--- config.mk ---
export PLATFORM = sky130hd
export DESIGN_NAME = pipelined_adder_tree
export DESIGN_NICKNAME = d
export VERILOG_FILES = /design/src/rtl/pipelined_adder_tree.sv
export SDC_FILE = /design/constraint.sdc
export NUM_CORES = 1
export LEC_CHECK = 0
export BUFFER_PORTS_ARGS = -buffer_cell sky130_fd_sc_hd__buf_2
export CORE_MARGIN = 1.5
export CORE_UTILIZATION = 55
export CTS_BUF_LIST = sky130_fd_sc_hd__clkbuf_4 sky130_fd_sc_hd__clkbuf_8
export DETAILED_ROUTE_END_ITERATION = 16
export PLACE_DENSITY = 0.75
export REMOVE_ABC_BUFFERS = 1
export SYNTH_ARGS = -nofsm -noshare
export SYNTH_HDL_FRONTEND = slang
export SYNTH_SLANG_ARGS = --single-unit
--- constraint.sdc ---
create_clock -name clk -period 2.54 [get_ports clk]
set_input_delay 0.254 -clock clk [delete_from_list [all_inputs] [get_ports clk]]
set_output_delay 0.254 -clock clk [all_outputs]
set_load 0.02 [all_outputs]
--- src/rtl/pipelined_adder_tree.sv ---
// Fully pipelined binary adder tree: an input register stage plus one register stage per tree level,
// followed by a running accumulator with a sticky overflow flag.
module pipelined_adder_tree #(
    parameter int ADDER_WIDTH = 24,
    parameter int NUM_INPUTS  = 8,
    parameter int SIGNED      = 0,
    parameter int ACC_EXTRA   = 8,
    localparam int LEVELS     = $clog2(NUM_INPUTS),
    localparam int SUM_W      = ADDER_WIDTH + LEVELS,
    localparam int ACC_W      = SUM_W + ACC_EXTRA
) (
    input  logic                              clk,
    input  logic                              rst_n,
    input  logic [NUM_INPUTS*ADDER_WIDTH-1:0] in_data,
    input  logic                              in_valid,
    input  logic                              in_clr,
    output logic [SUM_W-1:0]                  out_sum,
    output logic                              out_valid,
    output logic [ACC_W-1:0]                  acc_sum,
    output logic                              acc_valid,
    output logic                              acc_ovf
);

    logic [LEVELS:0] valid_d, valid_q;
    logic [LEVELS:0] clr_d, clr_q;

    // Level k holds NUM_INPUTS>>k partial sums, each one bit wider than the level below.
    for (genvar k = 0; k <= LEVELS; k++) begin : g_lvl
        localparam int LW = ADDER_WIDTH + k;
        localparam int LN = NUM_INPUTS >> k;

        logic [LW-1:0] sum_d [LN];
        logic [LW-1:0] sum_q [LN];

        if (k == 0) begin : g_in
            always_comb begin
                for (int i = 0; i < LN; i++) begin
                    sum_d[i] = in_data[i*ADDER_WIDTH +: ADDER_WIDTH];
                end
            end
        end else begin : g_add
            always_comb begin
                for (int j = 0; j < LN; j++) begin
                    sum_d[j] = {(SIGNED != 0) & g_lvl[k-1].sum_q[2*j][LW-2],   g_lvl[k-1].sum_q[2*j]}
                             + {(SIGNED != 0) & g_lvl[k-1].sum_q[2*j+1][LW-2], g_lvl[k-1].sum_q[2*j+1]};
                end
            end
        end

        always_ff @(posedge clk or negedge rst_n) begin
            if (!rst_n) begin
                for (int i = 0; i < LN; i++) begin
                    sum_q[i] <= '0;
                end
            end else begin
                sum_q <= sum_d;
            end
        end
    end

    always_comb begin
        valid_d = {valid_q[LEVELS-1:0], in_valid};
        clr_d   = {clr_q[LEVELS-1:0], in_clr & in_valid};
    end

    always_ff @(posedge clk or negedge rst_n) begin
        if (!rst_n) begin
            valid_q <= '0;
            clr_q   <= '0;
        end else begin
            valid_q <= valid_d;
            clr_q   <= clr_d;
        end
    end

    logic [SUM_W-1:0] tree_sum;
    logic             tree_sign;
    logic [ACC_W-1:0] acc_ext;
    logic [ACC_W-1:0] acc_add;
    logic             acc_carry;
    logic             add_ovf;
    logic [ACC_W-1:0] acc_sum_d, acc_sum_q;
    logic             acc_valid_d, acc_valid_q;
    logic             acc_ovf_d, acc_ovf_q;

    assign tree_sum  = g_lvl[LEVELS].sum_q[0];
    assign tree_sign = (SIGNED != 0) && tree_sum[SUM_W-1];

    // Overflow is carry-out for unsigned data, same-sign operands giving a flipped sign for signed data.
    always_comb begin
        acc_ext              = {ACC_W{tree_sign}};
        acc_ext[SUM_W-1:0]   = tree_sum;
        {acc_carry, acc_add} = {1'b0, acc_sum_q} + {1'b0, acc_ext};
        if (SIGNED != 0) begin
            add_ovf = (acc_sum_q[ACC_W-1] == acc_ext[ACC_W-1]) && (acc_add[ACC_W-1] != acc_sum_q[ACC_W-1]);
        end else begin
            add_ovf = acc_carry;
        end
    end

    always_comb begin
        acc_sum_d   = acc_sum_q;
        acc_ovf_d   = acc_ovf_q;
        acc_valid_d = valid_q[LEVELS];
        if (valid_q[LEVELS]) begin
            if (clr_q[LEVELS]) begin
                acc_sum_d = acc_ext;
                acc_ovf_d = 1'b0;
            end else begin
                acc_sum_d = acc_add;
                acc_ovf_d = acc_ovf_q | add_ovf;
            end
        end
    end

    always_ff @(posedge clk or negedge rst_n) begin
        if (!rst_n) begin
            acc_sum_q   <= '0;
            acc_valid_q <= 1'b0;
            acc_ovf_q   <= 1'b0;
        end else begin
            acc_sum_q   <= acc_sum_d;
            acc_valid_q <= acc_valid_d;
            acc_ovf_q   <= acc_ovf_d;
        end
    end

    assign out_sum   = tree_sum;
    assign out_valid = valid_q[LEVELS];
    assign acc_sum   = acc_sum_q;
    assign acc_valid = acc_valid_q;
    assign acc_ovf   = acc_ovf_q;

endmodule

Word level (Yosys, flattened, before mapping):

Cells that the tools add are included.
W data, S select, Z words.

* add/sub/neg operators: 8
* muxes and demuxes: 2
* bitwise operators: 2

Operators by type and width (number)
* $add A24 B24 Y25: 4
* $add A25 B25 Y26: 2
* $add A35 B27 Y36: 1
* $mux W35: 1
* $add A26 B26 Y27: 1
* $and A1 B1 Y1: 1
* $mux W1: 1
* $or A1 B1 Y1: 1

* flip-flop bits (word level): 416
* input port bits: 196
* logic and storage cells: 32

Longest topological paths before layout:

* word-level depth: 3
* gate-level depth with buffers: 11
* depth with buffers taken out: 11

Worst setup path after synthesis:

OpenSTA, ideal clock, no wires.

* path type: register -> register
* from: reg g_lvl[3].sum_q (netlist bit out_sum[0])
* to: reg acc_sum_q[26], in the netlist acc_sum[26]
* setup time: 0.124 ns
* data arrival time: 2.632 ns
* data required time: 2.416 ns
* path slack: -0.216 ns
* stages on the path, launching flop included: 12
* path buffers: 0
* cells stage by stage: dfrtp_1 -> ha_1 -> inv_1 -> fa_1 -> nor2b_4 -> o31a_4 -> o311ai_4 -> a211oi_2 -> or3_4 -> a31oi_4 -> mux2i_1 -> a211o_1

* longest elaborated chain between the ends: 2

Ends and longest elaborated chain
* start, declared: RTL line 33 `logic [LW-1:0] sum_q [LN];`
* start signal, assigned: RTL line 56 `sum_q <= sum_d;`
* $add A35 B27 Y36: RTL line 93 `{acc_carry, acc_add} = {1'b0, acc_sum_q} + {1'b0, acc_ext};`
* $mux W35: RTL line 106 `if (clr_q[LEVELS]) begin`
* end signal, assigned: RTL line 122 `acc_sum_q <= acc_sum_d;`
* end, declared: RTL line 82 `logic [ACC_W-1:0] acc_sum_d, acc_sum_q;`

No other way between the ends.
A chain may end at the register's enable or synchronous reset.

Final worst setup path:

* from: reg g_lvl[3].sum_q (netlist bit out_sum[0])
* to: reg acc_sum_q[20], in the netlist acc_sum[20]

Same word-level chain as after synthesis.

==> metrics.txt <==
GRT Total Usage=0.290; Port Buf Inserts=260; Critical Path RT=3.08 ns; Setup WS post-layout=-0.159 ns; CP endpoint kind=register; most common cell in the netlist=dfrtp_1; setup TNS=-1.74 ns; die width=197 µm; post-route insts no fill=3148; dominant cell type by area after synthesis=dfrtp_1; worst r2r dst=acc_sum[20]$_DFFE_PN0P_; multi-input logic area=11000 µm²; top cells by area, synth=dfrtp_1 50%, ha_1 12%, xnor2_1 4.5%, a21oi_1 4.4%, a21o_1 3.3%; Layout area overhead=39.1%; Max-Cap Viols=0; register area=10400 µm²; ys async rst share=1.00; clk slew on worst S/H paths=0.06 ns; clk buf depth=3; Switching Share=0.393; met2 Use GR=0.497; slew margin rel.=0.579; register area share after synthesis=0.502; Worst EP arrival=3.24 ns; Num Clock Sinks=416; final wirelength=58.5 mm; clock latency on the worst-skew pair=0.64 ns; Crit Reg-Reg Startpoint=out_sum[0]$_DFF_PN0_; commonest cells in the synthesized netlist=416 x dfrtp_1, 199 x ha_1, 182 x a21oi_1, 130 x nor2_1, 107 x xnor2_1; GR peak layer=met2; layout cells sized above 1=0.287; Routed Antenna Nets=0; flops & latches, synth=416; post-route core utilization=0.782; M3 GR Usage=0.0476; Finish-stage setup viols=22; DR iter-0 viols=866; pwr/cell area=1190 nW/µm²; Worst-Margin Slew=0.632 ns; Yosys Warn Count=0; Worst Skew=0.0372 ns; row count=70; Top FF cell, synth=dfrtp_1; die height=197 µm; Final period util=1.06; Residual DRC=0; CP Class=reg2reg; Die Area=38900 µm²; largest net degree at the start of global routing=75; Cell Int Power=20.8 mW; Nets=2995; vias in the first global route=17.9k; Remaining Overflow, GRT=0; Reg power frac=0.266; r2r worst-path depth=12; drt first pass iters=5; Routed wire per std cell=18.6 µm; Post-Place Cells=2766; initial antenna violation count=1; htree depth=3; Placeable Area=36900 µm²; met1 Use GR=0.363; # IOs=261; reg2reg setup slack=-0.16 ns; Max VDD drop=0.000630 V; Comb pwr share=0.529; Final Hold Fails=0; post-DP HPWL=36.1 mm; Vias/cell=5.62; post-synth top area share=0.502; switching pwr=13.5 mW; fin crit period=2.70 ns; DR vias=17.7k; Place WS=-0.386 ns; Slew Viols, Final=0; number of enable flip-flop cells after synthesis=0; Routability Congestion=0.926; Synth Instances=1885; Yosys cell types=82; static leakage=13.6 nW; area of the mapped netlist=20700 µm²; critical-path maximum fanout=3; starting density of the core=0.562; Clock Power Share=0.204; cts bufs inserted=72; crit start category=register; clk root buf=clkbuf_8; status=finished, violations left; CTS tree=built; hold crit path type=in2async; RSZ-0062 raised after global routing=true; first-pass GRT wire length=89.4 mm; # fillers=2220; Fmax achieved=370 MHz; failing checks=setup timing; Syn Area/Cell=11.0 µm²
[sequential cells by signal (all words and copies together), names as in the netlist]
register     cells
acc_ovf          1
acc_sum         35
acc_valid        1
clr_q            4
g_lvl.sum_q    344
out_sum         27
valid_q          4
[power by group through the flow]
| stage | sequential, mW | combinational, mW | clock, mW |
|---|---|---|---|
| after floorplan | 9.41 | 9.84 | 0 |
| after global placement | 9.13 | 14.9 | 0 |
| after detailed placement | 9.17 | 15.3 | 0 |
| after CTS | 9.07 | 16.2 | 7.02 |
| after global routing | 9.24 | 19.6 | 7.41 |
| final | 9.12 | 18.1 | 7.00 |
[worst max-delay path: stages (launching register included)]
cell and delay (ns):
dfrtp_1 0.38, ha_2 0.20, inv_2 0.05, fa_2 0.23, nor2b_4 0.06, o31a_4 0.29, o311ai_4 0.32, a211oi_4 0.13
buf_4 0.16, o21ba_1 0.17, o21ai_1 0.11, or3b_1 0.35, a31oi_1 0.18
[layer usage]
layer  part of all wire  wire length, µm  up-vias
met1               0.41            23700     8605
met2               0.51            29600      632
met4              0.040             2320        0
met5                  0                0        -
met3              0.049             2870      169
li1                   -                -     8281
[cell usage in the layout, fill, tap and decap left out, types with 11 or more instances in the layout]
cell type,instances
a21o_1,91
a21oi_1,153
a21oi_2,25
a31oi_1,27
and2_1,11
and3_1,26
buf_2,259
buf_4,200
clkbuf_4,18
clkbuf_8,95
dfrtp_1,414
dlygate4sd3_1,195
ha_1,177
ha_4,13
inv_1,49
nand2_1,104
nand3_1,47
nand4_1,12
nor2_1,126
nor2b_1,19
nor3_1,31
o211ai_1,15
o21a_1,19
o21ai_0,36
o21ai_1,40
o21bai_1,25
xnor2_1,106
xor2_1,51
[final cells by class]
class / instances / share of cell area
well taps: 504 / 0.0219
multi-input cells: 1388 / 0.383
clock inverters: 12 / 0.00759
flip-flops and latches: 416 / 0.361
diodes: 1 / 0.0000868
clock buffers: 113 / 0.0500
repair buffers: 663 / 0.170
inverters: 51 / 0.00664
[worst max-delay path by stage]
stage	startpoint	endpoint	slack, ns
after global placement	g_lvl[0].sum_q[48]$_DFF_PN0_	g_lvl[1].sum_q[49]$_DFF_PN0_	-0.28
final	out_sum[0]$_DFF_PN0_	acc_sum[20]$_DFFE_PN0P_	-0.16
after detailed placement	g_lvl[0].sum_q[48]$_DFF_PN0_	g_lvl[1].sum_q[49]$_DFF_PN0_	-0.39
after floorplan	out_sum[0]$_DFF_PN0_	acc_sum[26]$_DFFE_PN0P_	-0.22
after CTS	out_sum[0]$_DFF_PN0_	acc_sum[20]$_DFFE_PN0P_	-0.23
after global routing	g_lvl[1].sum_q[50]$_DFF_PN0_	g_lvl[2].sum_q[46]$_DFF_PN0_	-0.32
[timing repair]
item | CTS | global route
setup endpoints to repair | 58 | 71
gates resized for setup | 65 | 122
hold endpoints to repair | 256 | 0
pin swaps | 66 | 109
hold buffers | 195 | 0
setup buffers | 27 | 35
[through the flow]
step / instance area, µm² / hold WS, ns / power, mW
2_1_floorplan: 20600 / -0.0416 / 19.2
3_3_place_gp: 23700 / 0.280 / 24.0
3_5_place_dp: 23700 / 0.285 / 24.4
4_1_cts: 27900 / 0.213 / 32.3
5_1_grt: 28800 / 0.233 / 36.2
6_report: 28800 / 0.209 / 34.3
[logic make-up after synthesis]
logic type,after synthesis,synth area share
XOR/XNOR,158,0.0667
adder cells (fa/ha/maj),207,0.128
AND/OR/NAND/NOR,439,0.102
buffers and inverters,81,0.0147
flip-flops,416,0.502
multiplexers,10,0.00495
AO/OA/AOI/OAI,574,0.182
Note: power is estimated with default switching activity, not from simulation.
